--- src/rtl/req_ack_2ph_arb_pkg.sv ---
// rtl/req_ack_2ph_arb_pkg.sv - shared types and defaults for the 2-phase req/ack arbiter
//
// Purpose : FSM state type and default parameter values used by
//           req_ack_2ph_arb and rr_arb_pick.
// Ports   : none (package).
package req_ack_2ph_pkg;

   typedef enum logic {
      IDLE = 1'b0,
      WAIT = 1'b1
   } state_t;

   localparam int DEF_DW     = 16;
   localparam int DEF_NREQ   = 4;
   localparam int DEF_TO_CYC = 255;
   localparam int WCNT_W     = 16;

endpackage

--- src/rtl/req_ack_2ph_arb_rr_pick.sv ---
// rtl/req_ack_2ph_arb_rr_pick.sv - combinational round-robin picker
//
// Purpose : picks exactly one active val bit, searching from ptr+1 upward
//           and wrapping modulo NREQ, so the last winner has lowest priority.
// Ports   : val     - per-requester valid
//           ptr     - index of the previous winner
//           gnt     - one-hot grant (all zero when no val is active)
//           gnt_vld - high when gnt has a bit set
module rr_arb_pick
   import req_ack_2ph_pkg::*;
#(
   parameter int NREQ = DEF_NREQ,
   parameter int IDW  = $clog2(NREQ)
) (
   input  logic [NREQ-1:0] val,
   input  logic [IDW-1:0]  ptr,
   output logic [NREQ-1:0] gnt,
   output logic            gnt_vld
);

   logic [IDW-1:0] idx;

   always_comb begin
      gnt     = '0;
      gnt_vld = 1'b0;
      idx     = '0;
      // k runs 1..NREQ so the previous winner (k == NREQ) is checked last.
      for (int k = 1; k <= NREQ; k++) begin
         idx = IDW'((int'(ptr) + k) % NREQ);
         if (!gnt_vld && val[idx]) begin
            gnt[idx] = 1'b1;
            gnt_vld  = 1'b1;
         end
      end
   end

endmodule

--- src/rtl/req_ack_2ph_arb.sv ---
// rtl/req_ack_2ph_arb.sv - N-way round-robin arbiter launching onto a 2-phase req/ack link
//
// Purpose : grants one requester at a time, launches its payload with a
//           req toggle, then waits for the matching ack toggle from the
//           receive domain. A sticky flag reports an ack that is late by
//           TO_CYC cycles; the transfer itself is never aborted.
// Ports   : clk_tx      - transmit-domain clock
//           rst_b       - asynchronous active-low reset
//           val/din/rdy - per-requester valid, payload, ready
//           ack         - 2-phase acknowledge (asynchronous)
//           req         - 2-phase request toggle
//           dout/src    - launched payload and requester index
//           busy        - high while waiting for ack
//           timeout_err - sticky ack-timeout flag
//           clr_err     - synchronous clear of timeout_err
module req_ack_2ph_arb
   import req_ack_2ph_pkg::*;
#(
   parameter int DW     = DEF_DW,
   parameter int NREQ   = DEF_NREQ,
   parameter int TO_CYC = DEF_TO_CYC,
   parameter int IDW    = $clog2(NREQ)
) (
   input  logic                    clk_tx,
   input  logic                    rst_b,
   input  logic [NREQ-1:0]         val,
   input  logic [NREQ-1:0][DW-1:0] din,
   output logic [NREQ-1:0]         rdy,
   input  logic                    ack,
   output logic                    req,
   output logic [DW-1:0]           dout,
   output logic [IDW-1:0]          src,
   output logic                    busy,
   output logic                    timeout_err,
   input  logic                    clr_err
);

   localparam logic [WCNT_W-1:0] TO_LIM = WCNT_W'(TO_CYC);

   state_t              state;
   state_t              state_nxt;
   logic [IDW-1:0]      ptr;
   logic [2:0]          ack_sync;
   logic                ack_evt;
   logic [NREQ-1:0]     gnt;
   logic                gnt_vld;
   logic [IDW-1:0]      gnt_idx;
   logic                launch;
   logic                to_hit;
   logic [WCNT_W-1:0]   wcnt;

   rr_arb_pick #(
      .NREQ (NREQ),
      .IDW  (IDW)
   ) u_pick (
      .val     (val),
      .ptr     (ptr),
      .gnt     (gnt),
      .gnt_vld (gnt_vld)
   );

   always_comb begin
      gnt_idx = '0;
      for (int i = 0; i < NREQ; i++) begin
         if (gnt[i]) gnt_idx = IDW'(i);
      end
   end

   // rst_b is folded in so rdy stays low for the whole reset, not just
   // after the first clock edge under reset.
   assign launch = (state == IDLE) && rst_b && gnt_vld;

   // Flop 0 may go metastable; flops 1 and 2 are stable and their XOR
   // marks exactly one cycle per ack toggle.
   always_ff @(posedge clk_tx or negedge rst_b) begin
      if (!rst_b) ack_sync <= '0;
      else        ack_sync <= {ack_sync[1:0], ack};
   end

   assign ack_evt = ack_sync[1] ^ ack_sync[2];

   always_ff @(posedge clk_tx or negedge rst_b) begin
      if (!rst_b) state <= IDLE;
      else        state <= state_nxt;
   end

   // An ack_evt in IDLE is a stray toggle and is dropped.
   always_comb begin
      state_nxt = state;
      case (state)
         IDLE:    if (launch)  state_nxt = WAIT;
         WAIT:    if (ack_evt) state_nxt = IDLE;
         default: state_nxt = IDLE;
      endcase
   end

   always_comb begin
      busy = (state == WAIT);
      rdy  = ((state == IDLE) && rst_b) ? gnt : '0;
   end

   // ptr resets to NREQ-1 so requester 0 is first in line.
   always_ff @(posedge clk_tx or negedge rst_b) begin
      if (!rst_b) begin
         req  <= 1'b0;
         dout <= '0;
         src  <= '0;
         ptr  <= IDW'(NREQ - 1);
      end else if (launch) begin
         req  <= ~req;
         dout <= din[gnt_idx];
         src  <= gnt_idx;
         ptr  <= gnt_idx;
      end
   end

   always_ff @(posedge clk_tx or negedge rst_b) begin
      if (!rst_b) begin
         wcnt <= '0;
      end else if (launch) begin
         wcnt <= '0;
      end else if ((state == WAIT) && (wcnt != TO_LIM)) begin
         wcnt <= wcnt + 1'b1;
      end
   end

   // True on the edge where the count of elapsed WAIT cycles becomes TO_CYC;
   // saturation guarantees this fires only once per transfer.
   assign to_hit = (state == WAIT) && (wcnt == TO_LIM - 1'b1);

   // Set has priority over a same-cycle clear.
   always_ff @(posedge clk_tx or negedge rst_b) begin
      if (!rst_b)       timeout_err <= 1'b0;
      else if (to_hit)  timeout_err <= 1'b1;
      else if (clr_err) timeout_err <= 1'b0;
   end

endmodule

--- config.mk ---
export PLATFORM = sky130hd
export DESIGN_NAME = req_ack_2ph_arb
export DESIGN_NICKNAME = d
export VERILOG_FILES = /design/src/rtl/req_ack_2ph_arb_pkg.sv /design/src/rtl/req_ack_2ph_arb_rr_pick.sv /design/src/rtl/req_ack_2ph_arb.sv
export SDC_FILE = /design/constraint.sdc
export NUM_CORES = 1
export LEC_CHECK = 0
export ABC_CLOCK_PERIOD_IN_PS = 9220
export BUFFER_PORTS_ARGS = -buffer_cell sky130_fd_sc_hd__clkbuf_2
export CAP_MARGIN = 20
export CORE_UTILIZATION = 47
export DETAILED_ROUTE_END_ITERATION = 8
export PLACE_DENSITY = 0.76
export SETUP_SLACK_MARGIN = 0.02
export SLEW_MARGIN = 20
export SYNTH_ARGS = -nofsm -noshare
export SYNTH_HDL_FRONTEND = slang
export SYNTH_SLANG_ARGS = --single-unit
--- constraint.sdc ---
create_clock -name clk_tx -period 9.22 [get_ports clk_tx]
set_input_delay 0 -clock clk_tx [delete_from_list [all_inputs] [get_ports clk_tx]]
set_output_delay 0 -clock clk_tx [all_outputs]
set_load 0.01 [all_outputs]
==> impl_results.md <==
* Status: finished, final reports clean
* Placed Cells at 424
* Synth cell types at 59
* Hold crit path type: in2reg
* Gr ovfl total at 0
* Most common flop cell mapped by yosys: dfrtp_1
* PortBufs at 96
* Critical path arrival at 4310 ps
* Number of routed nets with antenna violations at 0
* ANT cells at 0
* Core area at 5570 sq um
* Final worst path period need at 4130 ps
* Max IR drop VDD at 0.200 mV
* Post-CTS Setup Bufs at 0
* Clock root buffer master: clkbuf_8
* Die Height at 78.7 um
* Hold depth at 3
* Final GP Congestion at 0.896
* Worst Path Required at 9400 ps
* Final number of setup-violating endpoints at 0
* Clock Sinks at 42
* Total number of vias at 2,506
* Max incr delay on CP at 820 ps
* Ys Warns at 0
* Most frequent cells in the layout: clkbuf_2, dfrtp_1, nor2_1
* WP buf/inv at 3
* Vias in the first global route at 2,493
* Asr flop ratio synth at 100%
* Gr usage total at 23.7%
* I/O pins at 97
* Internal power at 0.571 mW
* CTS Buffer Depth at 2
* Pwr/cell area at 287 nW/um^2
* TNS Setup at 0 ps
* H-tree levels at 2
* Pin count of the biggest net entering global routing at 44
* # rows at 27
* Clk pwr share at 11.6%
* P_sw at 0.436 mW
* Logic pwr share at 59.6%
* CP max-delay cell: a211oi_4
* Final period utilization at 44.8%
* Fin. Hold Viols at 0
* Starting Density at 49.5%
* CP Max Fanout at 13
* Sequential area share after synthesis at 38.2%
* CTS tree: yes
* First-pass GRT wire length at 11.3 mm
* EDFF count, synth at 0
* Reg2reg path depth at 9
* Mapped Area at 2760 sq um
* DRC violations left at 0
* Startpoint class of the critical path: flop
* HPWL after DPL at 4.86 mm
* Worst slew pin tran at 977 ps
* Cell family contributing the most delay on the critical path: compound AO/OA/AOI/OAI gates
* Critical path endpoint category: flop
* Proportion of layout cells with a drive suffix above 1 at 35.3%
* Sw Share at 43.3%
* Chip width at 78.7 um
* F_max at 242 MHz
* WP depth at 9
* Slew Limit Fails at 0
* Kind of critical path: reg2reg
* Initial antenna violation count at 0
* Later-pin clock latency in the skew report at 300 ps
* Average cell area after synthesis at 10.5 sq um
* Mapped Nets at 345
* Final worst clock skew at 4.12 ps
* Max_cap viols at 0
* RSZ-0062 raised after global routing: false
* Drt initial violations at 100
* Synth-to-Final Area Change at 27.0%
* Nets at 458
* Synthesized flop and latch total at 42
* Worst-path clk slew at 80 ps
* Relative slew slack at 33.2%
* Post-Syn Instances at 263
* Number of fill cells at 466
* Detailed Route WL at 6.88 mm
* Pleak at 1.64 nW
* Vias/cell at 5.58
* R2r setup slk at 5090 ps
* TritonCTS Buffers at 5
* Post-Layout Cell Count at 449
* Most common cell after layout, fill and taps aside: clkbuf_2
* Cell chain of the critical path: inv_1 -> ha_1 -> mux4_1 -> inv_1 -> o22ai_2 -> a211oi_4 -> mux2i_1 -> o22ai_2 -> dlygate4sd3_1
* Flop pwr share at 28.8%
* Drt wl/cell at 15.3 um
* Pre-antenna DRT Iters at 4
* Die area at 6190 sq um
## cell type report
class / instances / area (sq um) / area share (%)
Multi-Input combinational cell: 201 / 1570 / 44.7
Clock inverter: 2 / 13.8 / 0.392
Timing Repair Buffer: 116 / 673 / 19.2
Sequential cell: 42 / 1050 / 30.0
Inverter: 10 / 37.5 / 1.07
Clock buffer: 6 / 72.6 / 2.07
Tap cell: 72 / 90.1 / 2.57
## Yosys cell counts (2+ instances only)
master	n	share of area, %
a21boi_1	5	1.4
xor2_1	9	2.9
buf_6	4	1.6
nor3_1	4	0.72
and3_1	2	0.45
nor2_1	36	4.9
mux2i_1	12	4.3
o22ai_1	5	1.1
o21ai_0	8	1.4
nand2_1	10	1.4
nand3_1	10	1.8
and2_1	4	0.91
dfstp_2	2	1.9
inv_1	10	1.4
nand4_1	2	0.45
mux4_1	2	1.9
dfrtp_1	40	36
or3_1	2	0.45
o22a_1	5	1.6
a221o_1	4	1.4
or4_1	3	0.82
ha_1	10	4.5
xnor2_1	8	2.5
a21oi_1	7	1.3
o21ai_1	2	0.36
nor3b_1	3	0.82
o22ai_2	11	5.0
a221oi_1	12	3.8
## final timing paths
check                                          end             startpoint
setup / recovery               dout[6]$_DFFE_PN0P_     ptr[0]$_DFFE_PN1P_
hold / removal                 dout[9]$_DFFE_PN0P_                din[41]
setup reg to reg               dout[6]$_DFFE_PN0P_     ptr[0]$_DFFE_PN1P_
hold reg to reg              ack_sync[1]$_DFF_PN0_  ack_sync[0]$_DFF_PN0_
max in group asynchronous       ptr[1]$_DFFE_PN1P_                  rst_b
min in group asynchronous  timeout_err$_DFFE_PN0P_                  rst_b
## logic make-up (layout without fill, tap and decap cells)
logic type	Yosys count	count (layout)	synth area share, %
xor+xnor	17	17	5.39
compound gates	72	72	22.9
flops	42	42	38.2
simple gates	87	87	16.7
fa+ha+maj	10	10	4.53
buf+inv	20	134	5.21
mux	15	15	7.07
## registers in the layout (all words and copies together), names as in the netlist
name         flops
timeout_err      1
ptr              2
src              2
req              1
wcnt            16
ack_sync         3
dout            16
busy             1
## worst register-to-register path: stages (launching register included)
cell	delay (ps)
dfstp_2	680
inv_1	160
ha_1	350
mux4_1	620
inv_1	250
o22ai_2	190
a211oi_4	820
mux2i_1	300
o22ai_2	90
dlygate4sd3_1	580
## metal layers
| metal | part of all wire (%) | track usage [%] | up-vias |
|---|---|---|---|
| met5 | 0 | 0 | - |
| met4 | 2.8 | 9.81 | 0 |
| met3 | 5.8 | 6.51 | 18 |
| met2 | 50 | 41.8 | 100 |
| met1 | 41 | 26.7 | 1184 |
| li1 | - | - | 1204 |
## power groups by stage
stage	combinational, mW	clock, mW	sequential, mW
after CTS	0.597	0.122	0.288
after global routing	0.649	0.129	0.296
after global placement	0.564	0	0.289
after floorplan	0.453	0	0.300
after detailed placement	0.580	0	0.291
final	0.600	0.117	0.289
## metrics by stage
| stage | total power [mW] | setup slack [ps] | util, % | hold slack (ps) | cell area (sq um) |
|---|---|---|---|---|---|
| after global routing | 1.07 | 4910 | 62.9 | 11.1 | 3510 |
| final | 1.01 | 5090 | 62.9 | 12.8 | 3510 |
| after detailed placement | 0.871 | 5630 | 58.3 | 110 | 3250 |
| after floorplan | 0.753 | 6200 | - | -296 | 2760 |
| after global placement | 0.853 | 5780 | 58.3 | 104 | 3250 |
| after CTS | 1.01 | 5130 | 62.9 | 1.76 | 3510 |
## timing repair
action                    CTS  global route
hold endpoints to repair   50             0
resized for setup           0             0
hold buffers               17             0
(Power assumes the default switching activity.)
